==> config.mk <==
export PLATFORM = sky130hd
export DESIGN_NAME = ulpi_reg_arbiter
export DESIGN_NICKNAME = d
export VERILOG_FILES = /design/src/rtl/ulpi_reg_arbiter_pkg.sv /design/src/rtl/ulpi_reg_arbiter_rr_pick.sv /design/src/rtl/ulpi_reg_arbiter.sv
export SDC_FILE = /design/constraint.sdc
export NUM_CORES = 1
export LEC_CHECK = 0
export BUFFER_PORTS_ARGS = -buffer_cell sky130_fd_sc_hd__buf_2
export CAP_MARGIN = 20
export CORE_AREA = 2 2 122 77
export DETAILED_ROUTE_END_ITERATION = 16
export DIE_AREA = 0 0 124 79
export PLACE_DENSITY = 0.76
export SYNTH_ARGS = -nofsm -noshare
export SYNTH_HDL_FRONTEND = slang
export SYNTH_SLANG_ARGS = --single-unit
==> constraint.sdc <==
create_clock -name CLK_60M -period 3.6 [get_ports CLK_60M]
set_input_delay 0.9 -clock CLK_60M [delete_from_list [all_inputs] [get_ports CLK_60M]]
set_output_delay 0.9 -clock CLK_60M [all_outputs]
set_load 0.05 [all_outputs]
==> src/rtl/ulpi_reg_arbiter_pkg.sv <==
// Shared ULPI register-access definitions: register addresses, function-control
// patterns and the arbiter state encoding.
package ulpi_pkg;

  // ULPI register addresses
  localparam logic [5:0] FUN_CTRL = 6'h04;
  localparam logic [5:0] OTG_CTRL = 6'h0A;
  localparam logic [5:0] SCRATCH  = 6'h16;

  // Function-control write patterns used during link bring-up
  localparam logic [7:0] FUN_CTRL_FS_START = 8'b01100101;
  localparam logic [7:0] FUN_CTRL_CHIRP    = 8'b01010100;
  localparam logic [7:0] FUN_CTRL_HS_IDLE  = 8'b01000000;

  typedef enum logic [2:0] {
    StIdle,
    StIssue,
    StWait,
    StBackoff,
    StRespOk,
    StRespFail
  } arb_state_e;

  // Saturating 8-bit increment
  function automatic logic [7:0] sat_inc8(input logic [7:0] v);
    return (v == 8'hFF) ? v : v + 8'd1;
  endfunction

endpackage

==> src/rtl/ulpi_reg_arbiter_rr_pick.sv <==
// Combinational round-robin picker: first valid requester at or after ptr_i,
// scanning upward with wrap.
module rr_pick #(
  parameter int unsigned N_REQ = 4,
  localparam int unsigned IdxW = $clog2(N_REQ)
) (
  input  logic [N_REQ-1:0] valid_i,
  input  logic [IdxW-1:0]  ptr_i,
  output logic [N_REQ-1:0] grant_o,
  output logic [IdxW-1:0]  idx_o,
  output logic             any_o
);

  // Scan from the pointer; the first hit wins
  always_comb begin : pick
    logic [IdxW-1:0] j;
    j       = '0;
    grant_o = '0;
    idx_o   = '0;
    any_o   = 1'b0;
    for (int unsigned k = 0; k < N_REQ; k++) begin
      j = IdxW'((32'(ptr_i) + k) % N_REQ);
      if (!any_o && valid_i[j]) begin
        any_o      = 1'b1;
        idx_o      = j;
        grant_o[j] = 1'b1;
      end
    end
  end

endmodule

==> src/rtl/ulpi_reg_arbiter.sv <==
// Round-robin arbiter sharing the ULPI register-access port between N_REQ
// clients, with retry/backoff and a response timeout. All outputs registered.
module ulpi_reg_arbiter
  import ulpi_pkg::*;
#(
  parameter int unsigned N_REQ       = 4,
  parameter int unsigned MAX_RETRY   = 3,
  parameter int unsigned TIMEOUT_CYC = 255,
  parameter int unsigned BACKOFF_CYC = 4
) (
  input  logic               CLK_60M,
  input  logic               RST_A_USB,
  input  logic [N_REQ-1:0]   REQ_VALID,
  input  logic [N_REQ-1:0]   REQ_RW,
  input  logic [6*N_REQ-1:0] REQ_ADDR,
  input  logic [8*N_REQ-1:0] REQ_WDATA,
  output logic [N_REQ-1:0]   REQ_DONE,
  output logic [N_REQ-1:0]   REQ_FAIL,
  output logic [7:0]         RD_DATA,
  input  logic               ULPI_READY,
  output logic               REG_EN,
  output logic               REG_RW,
  output logic [5:0]         REG_ADDR,
  output logic [7:0]         REG_DATA_I,
  input  logic [7:0]         REG_DATA_O,
  input  logic               REG_DONE,
  input  logic               REG_FAIL,
  output logic [N_REQ-1:0]   GRANT,
  output logic               BUSY,
  output logic [7:0]         ERR_CNT
);

  localparam int unsigned IdxW    = $clog2(N_REQ);
  localparam logic [15:0] ToLast  = 16'(TIMEOUT_CYC - 1);
  localparam logic [15:0] BoLast  = 16'(BACKOFF_CYC - 1);
  localparam logic [3:0]  RetryMx = 4'(MAX_RETRY);

  arb_state_e       state_q, state_d;
  logic [IdxW-1:0]  ptr_q, ptr_d, idx_q, idx_d;
  logic [3:0]       retry_q, retry_d;
  logic [15:0]      timer_q, timer_d;
  logic [N_REQ-1:0] grant_q, grant_d;
  logic             rw_q, rw_d;
  logic [5:0]       addr_q, addr_d;
  logic [7:0]       wdata_q, wdata_d;
  logic [7:0]       rd_q, rd_d;
  logic [7:0]       err_q, err_d;
  logic             reg_en_q, reg_en_d;
  logic             busy_q, busy_d;
  logic [N_REQ-1:0] done_q, done_d, fail_q, fail_d;

  logic [N_REQ-1:0] pick_grant;
  logic [IdxW-1:0]  pick_idx;
  logic             pick_any;

  rr_pick #(
    .N_REQ (N_REQ)
  ) u_rr_pick (
    .valid_i (REQ_VALID),
    .ptr_i   (ptr_q),
    .grant_o (pick_grant),
    .idx_o   (pick_idx),
    .any_o   (pick_any)
  );

  // Next-state logic; registered outputs are derived from the next state
  always_comb begin
    state_d = state_q;
    ptr_d   = ptr_q;
    idx_d   = idx_q;
    retry_d = retry_q;
    timer_d = timer_q;
    grant_d = grant_q;
    rw_d    = rw_q;
    addr_d  = addr_q;
    wdata_d = wdata_q;
    rd_d    = rd_q;
    err_d   = err_q;

    unique case (state_q)
      StIdle: begin
        if (ULPI_READY && pick_any) begin
          grant_d = pick_grant;
          idx_d   = pick_idx;
          retry_d = '0;
          for (int i = 0; i < int'(N_REQ); i++) begin
            if (pick_grant[i]) begin
              rw_d    = REQ_RW[i];
              addr_d  = REQ_ADDR[6*i +: 6];
              wdata_d = REQ_WDATA[8*i +: 8];
            end
          end
          state_d = StIssue;
        end
      end
      StIssue: begin
        timer_d = '0;
        state_d = StWait;
      end
      StWait: begin
        timer_d = timer_q + 16'd1;
        // DONE takes priority over a simultaneous FAIL
        if (REG_DONE) begin
          if (!rw_q) rd_d = REG_DATA_O;
          state_d = StRespOk;
        end else if (REG_FAIL || !ULPI_READY || timer_q == ToLast) begin
          timer_d = '0;
          if (retry_q < RetryMx) begin
            retry_d = retry_q + 4'd1;
            state_d = StBackoff;
          end else begin
            err_d   = sat_inc8(err_q);
            state_d = StRespFail;
          end
        end
      end
      StBackoff: begin
        // Hold after the backoff count until the PHY is ready again
        if (timer_q >= BoLast) begin
          if (ULPI_READY) state_d = StIssue;
        end else begin
          timer_d = timer_q + 16'd1;
        end
      end
      StRespOk, StRespFail: begin
        ptr_d   = (idx_q == IdxW'(N_REQ - 1)) ? '0 : idx_q + 1'b1;
        grant_d = '0;
        state_d = StIdle;
      end
      default: state_d = StIdle;
    endcase

    reg_en_d = (state_d == StIssue);
    busy_d   = (state_d != StIdle);
    done_d   = (state_d == StRespOk)   ? grant_q : '0;
    fail_d   = (state_d == StRespFail) ? grant_q : '0;
  end

  // State and output registers; reset aborts any transaction immediately
  always_ff @(posedge CLK_60M or posedge RST_A_USB) begin
    if (RST_A_USB) begin
      state_q  <= StIdle;
      ptr_q    <= '0;
      idx_q    <= '0;
      retry_q  <= '0;
      timer_q  <= '0;
      grant_q  <= '0;
      rw_q     <= 1'b0;
      addr_q   <= '0;
      wdata_q  <= '0;
      rd_q     <= '0;
      err_q    <= '0;
      reg_en_q <= 1'b0;
      busy_q   <= 1'b0;
      done_q   <= '0;
      fail_q   <= '0;
    end else begin
      state_q  <= state_d;
      ptr_q    <= ptr_d;
      idx_q    <= idx_d;
      retry_q  <= retry_d;
      timer_q  <= timer_d;
      grant_q  <= grant_d;
      rw_q     <= rw_d;
      addr_q   <= addr_d;
      wdata_q  <= wdata_d;
      rd_q     <= rd_d;
      err_q    <= err_d;
      reg_en_q <= reg_en_d;
      busy_q   <= busy_d;
      done_q   <= done_d;
      fail_q   <= fail_d;
    end
  end

  assign REQ_DONE   = done_q;
  assign REQ_FAIL   = fail_q;
  assign RD_DATA    = rd_q;
  assign REG_EN     = reg_en_q;
  assign REG_RW     = rw_q;
  assign REG_ADDR   = addr_q;
  assign REG_DATA_I = wdata_q;
  assign GRANT      = grant_q;
  assign BUSY       = busy_q;
  assign ERR_CNT    = err_q;

endmodule

==> flow_summary.json <==
{
  "status": "finished, final reports clean",
  "met1Wirelength_um": 5360,
  "overflow": 0,
  "cts.clk_slew.worst_paths_ps": 60,
  "start_kind": "flop",
  "cp_data_arrival_time_ps": 3670,
  "grt_pass1_vias": 3569,
  "grt_pass1_wl_um": 18500,
  "routedWlPerCell_um": 17.6,
  "p_leak_nw": 2.54,
  "nets": 630,
  "async_flop_share_pct": 100,
  "clock_skew_ps": 3.60,
  "slew_violations": 0,
  "core_area_um2": 8780,
  "setup_ws_ps": 205,
  "rsz0062_at_grt": "no",
  "viasPerCell": 5.89,
  "post-place-ws_ps": 142,
  "drt_pass1_iterations": 6,
  "ctsLongestPathBuffers": 2,
  "htree_num_levels": 3,
  "setup_viol": 0,
  "post_synth_num_cell_types": 57,
  "vias": 3891,
  "gp_congestion": 0.950,
  "synth_top_flop_cell": "dfrtp_1",
  "antenna_cells": 0,
  "wl_met2_um": 4950,
  "antenna_found_initial": 0,
  "layout_commonest_cell": "buf_2",
  "top_layer_used": "met4",
  "ys_seq_area_share_pct": 42.8,
  "crit_type": "reg2reg",
  "gr-usage-all-layers_pct": 24.4,
  "synth_top_area_share_pct": 42.8,
  "hpwl_um": 8860,
  "cap_violations": 0,
  "drt_iter0_markers": 317,
  "worstSkewPairLatency_ps": 330,
  "drive_gt1_share_pct": 32.7,
  "place_inst": 645,
  "syn_avg_cell_area_um2": 10.0,
  "fin_tns_setup_ps": 0,
  "synth_top_cell_by_area": "dfrtp_1",
  "die_w_um": 124,
  "syn_inst": 421,
  "areaGrowthSynthToFinish_pct": 25.6,
  "drc": 0,
  "synth_fp_nets": 511,
  "cts-buffers-inserted": 9,
  "initial_core_util_pct": 48.0,
  "holdBufCountCts": 0,
  "path_max_fanout": 18,
  "clock-sinks": 72,
  "cts_tree": "done",
  "fin_crit_sh_pct": 94.3,
  "ant_nets": 0,
  "relSlewSlack_pct": 44.4,
  "ir_worst_vdd_v": 0.000560,
  "instances_no_fill": 661,
  "wl_met3_um": 1130,
  "cp.required_ps": 3870,
  "finalHoldViolCount": 0,
  "grt_max_degree": 33,
  "synth.ff_latch_count": 72,
  "fmax_ghz": 0.295,
  "power_mw": 5.12,
  "syn_area_um2": 4210,
  "postRouteWirelength_um": 11600,
  "most-common-layout-cells": "121 x buf_2, 72 x dfrtp_1, 24 x nor2_1, 23 x a21o_1, 21 x a21oi_1",
  "die_y_um": 79,
  "rows": 27,
  "io-pin-count": 122,
  "portBuffers": 121,
  "p_per_area_nw_per_um2": 968,
  "end_kind": "flop",
  "synth_top_cells_by_area": "dfrtp_1 43%, a21o_1 4.1%, ha_1 3.9%",
  "worst_slew_pin_slew_ps": 833,
  "synth_edf_count": 0,
  "hp-class": "reg2reg",
  "fin_crit_ps": 3390,
  "dieArea_um2": 9800,
  "ys_warn_count": 0,
  "cts_root_buf": "clkbuf_16"
}
[sequential cells by signal, indices dropped and copies added, names as in the netlist, 3 cells and up]
name        flops
ERR_CNT         8
GRANT           4
RD_DATA         8
REG_ADDR        6
REG_DATA_I      8
REQ_DONE        4
REQ_FAIL        4
retry_q         4
state_q         3
timer_q        16
[critical path, stage by stage (launching register included)]
cell and delay [ps]:
dfrtp_1 340, inv_1 110, ha_1 410, mux4_2 680
nor4b_4 480, nand2_2 280, and2_4 290, a311oi_1 500
o32a_1 250
[metal layers]
metal / up-vias / track usage, %
li1: 1808 / -
met1: 1865 / 37.0
met2: 198 / 33.4
met3: 20 / 6.90
met4: 0 / 7.64
met5: - / 0
[stage by stage]
stage          instance area, um^2  hold slack (ps)  utilization (%)
2_1_floorplan                 4210              446                -
3_3_place_gp                  4940              466             56.2
3_5_place_dp                  4940              480             56.2
4_1_cts                       5290              495             60.2
5_1_grt                       5290              515             60.3
6_report                      5290              491             60.3
[timing repair]
action                     CTS  global route
buffers inserted             0             0
setup endpoints to repair    0             1
gates resized for setup      0             1
[power by group]
| group | internal [mW] | switching (mW) | total [mW] |
|---|---|---|---|
| sequential | 1.04 | 0.170 | 1.21 |
| combinational | 0.945 | 1.92 | 2.87 |
| clock | 0.686 | 0.358 | 1.04 |
[path summary, 6_finish.rpt]
| path | from | to | slack, ps | depth (start not counted) |
|---|---|---|---|---|
| max | ptr_q[1] | REG_DATA_I[4] | 210 | 8 |
| min | retry_q[3] | retry_q[3] | 490 | 1 |
| max reg2reg | ptr_q[1] | REG_DATA_I[4] | 210 | 8 |
| min reg2reg | retry_q[3] | retry_q[3] | 490 | 1 |
| max in group asynchronous | RST_A_USB | timer_q[14] | 2180 | 3 |
| min in group asynchronous | RST_A_USB | RD_DATA[0] | 660 | 2 |
[Yosys cell counts (15+ instances only)]
| cell | count |
|---|---|
| dfrtp_1 | 72 |
| nor2_1 | 24 |
| a21o_1 | 23 |
| a21oi_1 | 21 |
| inv_1 | 20 |
| nand2_1 | 20 |
| o21ai_0 | 18 |
| clkbuf_1 | 16 |
| xor2_1 | 16 |
| a311oi_1 | 15 |
| nand3b_1 | 15 |
| o32a_1 | 15 |
[cells by family (layout without fill, tap and decap cells)]
kind of cell	after synthesis	after routing	share of synthesized area [%]
XOR/XNOR	20	20	4.16
flip-flops	72	72	42.8
AND/OR/NAND/NOR	130	130	17.4
adder cells (fa/ha/maj)	13	13	3.86
multiplexers	18	18	5.76
buffers and inverters	48	172	5.32
AO/OA/AOI/OAI	120	120	20.7
[final cells by class]
class                   count  area (um^2)
clock buffers               9          225
clock inverters             7          125
fillers                   736         3490
inverters                  21         78.8
multi-input cells         301         2190
flip-flops and latches     72         1800
well taps                 116          145
repair buffers            135          723
Note: power is estimated with default switching activity, not from simulation.
